==> src/rtl/regfile_wb_arbiter.sv <==
// Round-robin writeback arbiter for the register file, with a one-cycle write
// pipeline and a pending-write scoreboard consulted by decode.
module regfile_wb_arbiter #(
  parameter int NREQ = 3
) (
  input  logic                 clk,
  input  logic                 rst,
  input  logic [NREQ-1:0]      req_valid,
  input  logic [NREQ*5-1:0]    req_addr,
  input  logic [NREQ*32-1:0]   req_data,
  output logic [NREQ-1:0]      req_ready,
  input  logic                 claim_valid,
  input  logic [4:0]           claim_addr,
  output logic                 wen,
  output logic [4:0]           waddr,
  output logic [31:0]          wdata,
  output logic [31:0]          pending
);

  logic [1:0]  rrPtr_q, rrPtr_d;
  logic        gntValid;
  logic [1:0]  gntIdx;
  logic [2:0]  cand;
  logic [4:0]  selAddr;
  logic [31:0] selData;
  logic        wen_q;
  logic [4:0]  waddr_q;
  logic [31:0] wdata_q;
  logic [31:0] pending_q, pending_d;

  // Scan requesters starting at rrPtr_q, wrapping modulo NREQ; first valid wins.
  always_comb begin
    gntValid = 1'b0;
    gntIdx   = '0;
    cand     = '0;
    for (int k = 0; k < NREQ; k++) begin
      cand = {1'b0, rrPtr_q} + 3'(k);
      if (cand >= 3'(NREQ)) cand = cand - 3'(NREQ);
      for (int i = 0; i < NREQ; i++) begin
        if (!gntValid && !rst && cand == 3'(i) && req_valid[i]) begin
          gntValid = 1'b1;
          gntIdx   = 2'(i);
        end
      end
    end
  end

  always_comb begin
    req_ready = '0;
    selAddr   = '0;
    selData   = '0;
    for (int i = 0; i < NREQ; i++) begin
      if (gntValid && gntIdx == 2'(i)) begin
        req_ready[i] = 1'b1;
        selAddr      = req_addr[i*5 +: 5];
        selData      = req_data[i*32 +: 32];
      end
    end
  end

  always_comb begin
    rrPtr_d = rrPtr_q;
    if (gntValid) begin
      rrPtr_d = (gntIdx == 2'(NREQ-1)) ? 2'd0 : gntIdx + 2'd1;
    end
  end

  // Clear on retire first, then set on claim, so a same-cycle claim wins.
  always_comb begin
    pending_d = pending_q;
    if (gntValid) pending_d[selAddr] = 1'b0;
    if (claim_valid) pending_d[claim_addr] = 1'b1;
    pending_d[0] = 1'b0;
  end

  always_ff @(posedge clk) begin
    if (rst) begin
      rrPtr_q   <= '0;
      wen_q     <= 1'b0;
      waddr_q   <= '0;
      wdata_q   <= '0;
      pending_q <= '0;
    end else begin
      rrPtr_q   <= rrPtr_d;
      pending_q <= pending_d;
      wen_q     <= gntValid && (selAddr != 5'd0);
      if (gntValid) begin
        waddr_q <= selAddr;
        wdata_q <= selData;
      end
    end
  end

  assign wen     = wen_q;
  assign waddr   = waddr_q;
  assign wdata   = wdata_q;
  assign pending = pending_q;

endmodule
==> config.mk <==
export PLATFORM = sky130hd
export DESIGN_NAME = regfile_wb_arbiter
export DESIGN_NICKNAME = d
export VERILOG_FILES = /design/src/rtl/regfile_wb_arbiter.sv
export SDC_FILE = /design/constraint.sdc
export NUM_CORES = 1
export LEC_CHECK = 0
export BUFFER_PORTS_ARGS = -buffer_cell sky130_fd_sc_hd__buf_2
export CAP_MARGIN = 25
export CORE_ASPECT_RATIO = 0.8
export CORE_MARGIN = 2
export CORE_UTILIZATION = 40
export DETAILED_ROUTE_END_ITERATION = 10
export PLACE_DENSITY = 0.78
export SLEW_MARGIN = 0
export SYNTH_ARGS = -nofsm -noshare
export SYNTH_HDL_FRONTEND = slang
export SYNTH_SLANG_ARGS = --single-unit
export TNS_END_PERCENT = 1
==> constraint.sdc <==
create_clock -name clk -period 3 [get_ports clk]
set_input_delay 0.15 -clock clk [delete_from_list [all_inputs] [get_ports clk]]
set_output_delay 0.15 -clock clk [all_outputs]
set_load 0.005 [all_outputs]
==> metrics, run 1 <==
outcome completed; Global Route Usage Sum between 20% and 30%; Resize count post-CTS 0; clock tree from TritonCTS done; Netlist Area Pre-Place around 0.0034 mm^2; most common cell after layout, fill and taps aside buf_2; count of max-cap constraint violations 0; maximum number of pins on one net before global-route repair 35; clock-pin slew reported for the worst setup and hold paths after clock tree synthesis around 0.08 ns; clock latency on the worst-skew pair about 0.33 ns; area growth from synthesis to layout 39.9%; post-detailed-route count of antenna-violating nets 0; transition time of the tightest slew-check pin between 0.7 and 0.8 ns; cell with the largest stage delay on the worst path a221o_1; sequential share of the synthesized area a little over two fifths; Iter 0 DRT Violations between 300 and 400; Detail Placement HPWL between 8 and 9 mm; clock group share of total power between 20 and 30%; Cell variety after synth just over 40; setup repair after global routing missed its margin no; sequential share of power between 40% and 50%; number of antenna violations at the first check in global routing 0; number of hold violations in the final report 0; Reg2Reg Capture Point wen; cell breakdown of the critical path inv_1 > ha_1 > o21ba_2 > o2111a_1 > and2_1 > a221o_1 > nor3_2 > nand3_1; number of sinks on the clock net slightly above 70; start-to-end type of the worst setup path reg2reg; number of synthesis warnings 0; worst rel slew slack approximately 47%; Sum Neg Setup Slack 0 ns; minimum period implied by the final worst setup slack ~2.7 ns; number of antenna cells inserted 0; aggregate routed wire length ~12 mm; port bufs just under 200; routability cong. 0.923; internal power of the cells around 1600 uW; P_leak 0.00226 uW; DIE HEIGHT approximately 86 um; share of flip-flops with an asynchronous set or reset 0%; number of flops mapped to enable cells by yosys 0; Pre-antenna DRT Iters 8; Crit. path cell count 8; ratio of final minimum period to clock period 88.7%; Worst setup SP type flip-flop; routed length per placed instance 16.4 um; maximum single-stage delay on the critical path roughly 0.45 ns; number of buffers on the longest clock path 2; post-cts hold buffer count 15; non-filler instance count after layout approximately 700; gate count after technology mapping roughly 400; area of the core region about 0.008 mm^2; switching fraction of total power between 30 and 40%; DRC errors left 0; dominant delay contributor by cell family on the critical path compound AO/OA/AOI/OAI gates; Setup crit end kind flip-flop; Fin Hold WS around 0.016 ns; hold crit path type in2reg; global-route wire length before repair approximately 18 mm; average size of a mapped cell 8.41 um^2; worst flop-to-flop path startpoint rrPtr_q[0]; die footprint around 0.0091 mm^2; Worst Reg2Reg Path Length in Cells 8; count of buffers added by post-CTS timing repair for setup 0; Row Count 29; maximum fanout encountered on the critical timing path 11; via count 3919; via count of the first global-routing pass 3662; arrival time reported for the critical path endpoint 2.84 ns; first element of the critical path rrPtr_q[0]; Remaining Overflow, GRT 0; number of H-tree branching levels 3; Peak VDD IR around 0.29 mV; worst-case register-to-register setup slack between 0.3 and 0.4 ns; fraction of layout cells with a size suffix above 1 slightly below 40%; logic gate share of total power around a quarter; flip-flop and latch count after synthesis 71; vias per inst 5.52; setup violators final 0; net load switching power between 700 and 800 uW; commonest non-fill, non-tap cells in the layout 193 x buf_2, 79 x nand2_1, 71 x dfxtp_1; maximum frequency from static timing analysis approximately 0.38 GHz; total placed cells including tap cells approximately 680; number of buffers created by CTS 9; dominant synthesized flop cell dfxtp_1; I/O pin total slightly below 200; net count after synthesis 523; data required time at the worst endpoint roughly 3.2 ns; PwrDens between 500 and 600 mW/mm^2; initial core utilization a little over two fifths; horizontal die dimension roughly 110 um; final worst clock skew roughly 0.011 ns; count of pins over their slew limit 0; final net count slightly above 700; CTS root buf clkbuf_8; capturing instance or port of the critical path wen; total buffers and inverters traversed by the critical path 1
==> cell usage after synthesis, types with 4 or more instances <==
| master | instances | area (um^2) |
|---|---|---|
| nor3_2 | 6 | 60.1 |
| a21oi_1 | 24 | 120 |
| buf_4 | 4 | 30.0 |
| nor3_1 | 32 | 160 |
| dfxtp_1 | 71 | 1420 |
| o21ai_0 | 24 | 120 |
| nand3b_1 | 6 | 45.0 |
| clkbuf_1 | 17 | 63.8 |
| a222oi_1 | 32 | 320 |
| nor2_1 | 44 | 165 |
| and2_1 | 5 | 31.3 |
| a211oi_1 | 6 | 45.0 |
| nand2_1 | 79 | 297 |
==> per-stage QoR <==
step	total power [uW]	setup WS (ns)	instance area [um^2]	utilization (%)
final	2360	0.339	4690	58.5
after global routing	2490	0.178	4690	58.5
after CTS	2370	0.346	4690	58.5
after detailed placement	1690	0.347	4380	54.6
after global placement	1670	0.457	4380	54.6
after floorplan	1430	0.623	3350	-
==> sequential cells by signal, summed over array words and instances, names as in the netlist <==
name,flops
pending,31
waddr,5
wdata,32
wen,1
rrPtr_q,2
==> how the worst min path moves through the flow <==
stage | startpoint | to | slack (ns) | depth (start not counted)
after CTS | req_data[11] | wdata[11] | 0.0009 | 3
after global routing | req_data[8] | wdata[8] | 0.007 | 3
after global placement | req_data[19] | wdata[19] | 0.34 | 3
after detailed placement | req_data[27] | wdata[27] | 0.34 | 3
after floorplan | req_data[0] | wdata[0] | 0.26 | 2
final | req_data[11] | wdata[11] | 0.02 | 3
==> power groups by stage <==
stage	combinational [uW]	sequential (uW)	clock, uW
after global placement	565	1100	0
final	600	1090	672
after global routing	658	1090	741
after detailed placement	581	1100	0
after floorplan	321	1110	0
after CTS	596	1080	687
==> area by class of cell <==
cell class / count / area (um^2)
sequential: 71 / 1420
inverter: 3 / 11.3
tap: 108 / 135
multi-input combinational: 297 / 1780
clock inverter: 1 / 5.00
clock buffer: 13 / 159
timing repair buffer: 217 / 1180
fill: 749 / 3330
==> metal layers <==
metal	part of all wire (%)	GRT usage [%]
met4	1.6	7.78
met5	0	0
met1	43	32.9
met2	49	39.3
met3	6.8	4.94
==> worst min-delay path: cells and delay by family <==
kind                   cells  cell delay (ns)
and+or+nand+nor            2             0.10
buffers and inverters      1             0.07
==> kinds of logic after synthesis <==
| logic type | after synthesis | synth area share (%) |
|---|---|---|
| AOI/OAI and AO/OA | 108 | 26.0 |
| adders and majority gates | 2 | 0.746 |
| buffers and inverters | 31 | 4.70 |
| DFF | 71 | 42.4 |
| other | 1 | 0.112 |
| and+or+nand+nor | 186 | 26.1 |
Power figures use the tool's default switching activity.
==> run 2, diff against run 1 <==
Settings changed: CORE_UTILIZATION 40 to 44, PLACE_DENSITY 0.78 to 0.84.
==> metrics, run 2 (synthesis gave the netlist of run 1 again) <==
outcome completed; number of hold violations in the final report 0 (unchanged); global-route wire length before repair 17.1 mm (-3.6%); Setup crit end kind flip-flop; routed length per placed instance 16.7 um (+2.1%); Iter 0 DRT Violations 402 (+26%); routability cong. 0.888 (-3.8%); non-filler instance count after layout 712 (+0.28%); internal power of the cells 1630 uW (-1.0%); GR Layer Usage met3 5.89% (+0.95 points); Row Count 28 (-3.4%); most common cell after layout, fill and taps aside buf_2; P_leak 0.00228 uW (+0.79%); area of the core region 0.00739 mm^2 (-7.8%); horizontal die dimension 102 um (-4.5%); initial core utilization 45.4% (+3.5 points); sequential share of power 46.1% (about the same); clock latency on the worst-skew pair 0.34 ns (about the same); vias per inst 5.70 (+3.2%); met1 Resource Use GR 33.5% (+0.56 points); area growth from synthesis to layout 41.5%; maximum fanout encountered on the critical timing path 11 (unchanged); hold crit path type in2reg; count of pins over their slew limit 0 (unchanged); arrival time reported for the critical path endpoint 2.86 ns (+0.02 ns); Global Route Usage Sum 26.7% (+2.3 points); area of combinational cells with multiple inputs 0.00178 mm^2 (unchanged); logic gate share of total power 25.9% (+0.5 points); Detail Placement HPWL 8.73 mm (+3.9%); Seq. cell area 0.00142 mm^2 (unchanged); Peak VDD IR 0.348 mV (+20%); commonest non-fill, non-tap cells in the layout 193 x buf_2, 79 x nand2_1, 71 x dfxtp_1; I/O pin total 195 (unchanged); number of buffers on the longest clock path 2 (unchanged); final worst clock skew 0.00980 ns (-0.00167 ns); post-detailed-route count of antenna-violating nets 0 (unchanged); data required time at the worst endpoint 3.19 ns (about the same); maximum number of pins on one net before global-route repair 35 (unchanged); global-route met2 utilization 43.0% (+3.7 points); PwrDens 497 mW/mm^2 (-1.1%); via count 4055 (+3.5%); count of max-cap constraint violations 0 (unchanged); ratio of final minimum period to clock period 88.9% (+0.22 points); max FFs per register 32 (unchanged); fraction of layout cells with a size suffix above 1 38.9% (-0.32 points); setup violators final 0 (unchanged); number of H-tree branching levels 3 (unchanged); transition time of the tightest slew-check pin 0.781 ns (-0.0134 ns); Pre-antenna DRT Iters 8 (unchanged); Worst setup SP type flip-flop; final net count 727 (+0.55%); DRC errors left 0 (unchanged); CTS root buf clkbuf_8; global-route layer with the greatest usage met2; number of buffers created by CTS 9 (unchanged); start-to-end type of the worst setup path reg2reg; net load switching power 731 uW (+2.4%); clock group share of total power 27.9% (-0.6 points); die footprint 0.00834 mm^2 (-8.7%); setup repair after global routing missed its margin no; number of antenna violations at the first check in global routing 0 (unchanged); number of sinks on the clock net 71 (unchanged); aggregate routed wire length 11.9 mm (+2.4%); Remaining Overflow, GRT 0 (unchanged); DIE HEIGHT 82.1 um (-4.4%); worst rel slew slack 47.5% (+0.90 points); clock tree from TritonCTS done; Sum Neg Setup Slack 0 ns (unchanged); # fillers 640 (-15%); total placed cells including tap cells 676 (-0.73%); number of antenna cells inserted 0 (unchanged); maximum frequency from static timing analysis 0.375 GHz (-0.25%); port bufs 193 (unchanged); via count of the first global-routing pass 3629 (-0.90%); clock-pin slew reported for the worst setup and hold paths after clock tree synthesis 0.07 ns (about the same); switching fraction of total power 31.0% (+0.71 points); minimum period implied by the final worst setup slack 2.67 ns (+0.00671 ns)
run 2: critical path: stages, from the launching register on:
cell	delay (ns)
dfxtp_1	0.36
inv_1	0.06
ha_1	0.35
o21ba_2	0.23
o2111a_1	0.37
and2_1	0.25
a221o_1	0.45
nor3_2	0.35
nand3_1	0.11
run 2: path summary, 6_finish.rpt:
check / from / to / slack [ns] / cells past startpoint
worst max-delay path: rrPtr_q[0] / wen / 0.33 / 8
worst min-delay path: req_data[1] / wdata[1] / 0.01 / 3
worst max register to register: rrPtr_q[0] / wen / 0.33 / 8
worst min register to register: waddr[0] / waddr[0] / 0.45 / 2
run 2: final cells by class:
type,instances,share of cell area [%]
clock inverter,4,0.475
multi-input combinational,297,37.4
sequential,71,29.9
clock buffer,11,2.98
inverter,3,0.237
tap,105,2.77
timing repair buffer,221,26.2
run 2: stage by stage:
stage / cell area [um^2] / utilization, % / worst slack, ns / power, uW / hold slack (ns)
CTS: 4730 / 63.9 / 0.341 / 2360 / 0.000644
global placement: 4370 / 59.1 / 0.454 / 1670 / 0.340
global route: 4750 / 64.2 / 0.134 / 2480 / 0.00969
detailed placement: 4370 / 59.1 / 0.341 / 1690 / 0.345
floorplan: 3350 / - / 0.623 / 1430 / 0.257
finish: 4750 / 64.2 / 0.332 / 2360 / 0.0142
run 2: power by group through the flow:
| stage | logic (uW) | clock network (uW) | registers [uW] |
|---|---|---|---|
| global route | 671 | 713 | 1100 |
| CTS | 605 | 673 | 1090 |
| finish | 611 | 658 | 1090 |
| global placement | 564 | 0 | 1100 |
| detailed placement | 583 | 0 | 1110 |
| floorplan | 321 | 0 | 1110 |
run 2: repair_timing:
item,CTS,global route
endpoints found under the hold margin,19,2
buffers inserted,0,0
gates resized for setup,0,0
hold buffers,19,2
run 2: routing by layer:
metal | up-vias | part of all wire (%)
met3 | 36 | 7.7
met5 | - | 0
met2 | 224 | 49
li1 | 1885 | -
met4 | 0 | 3.2
met1 | 1910 | 40
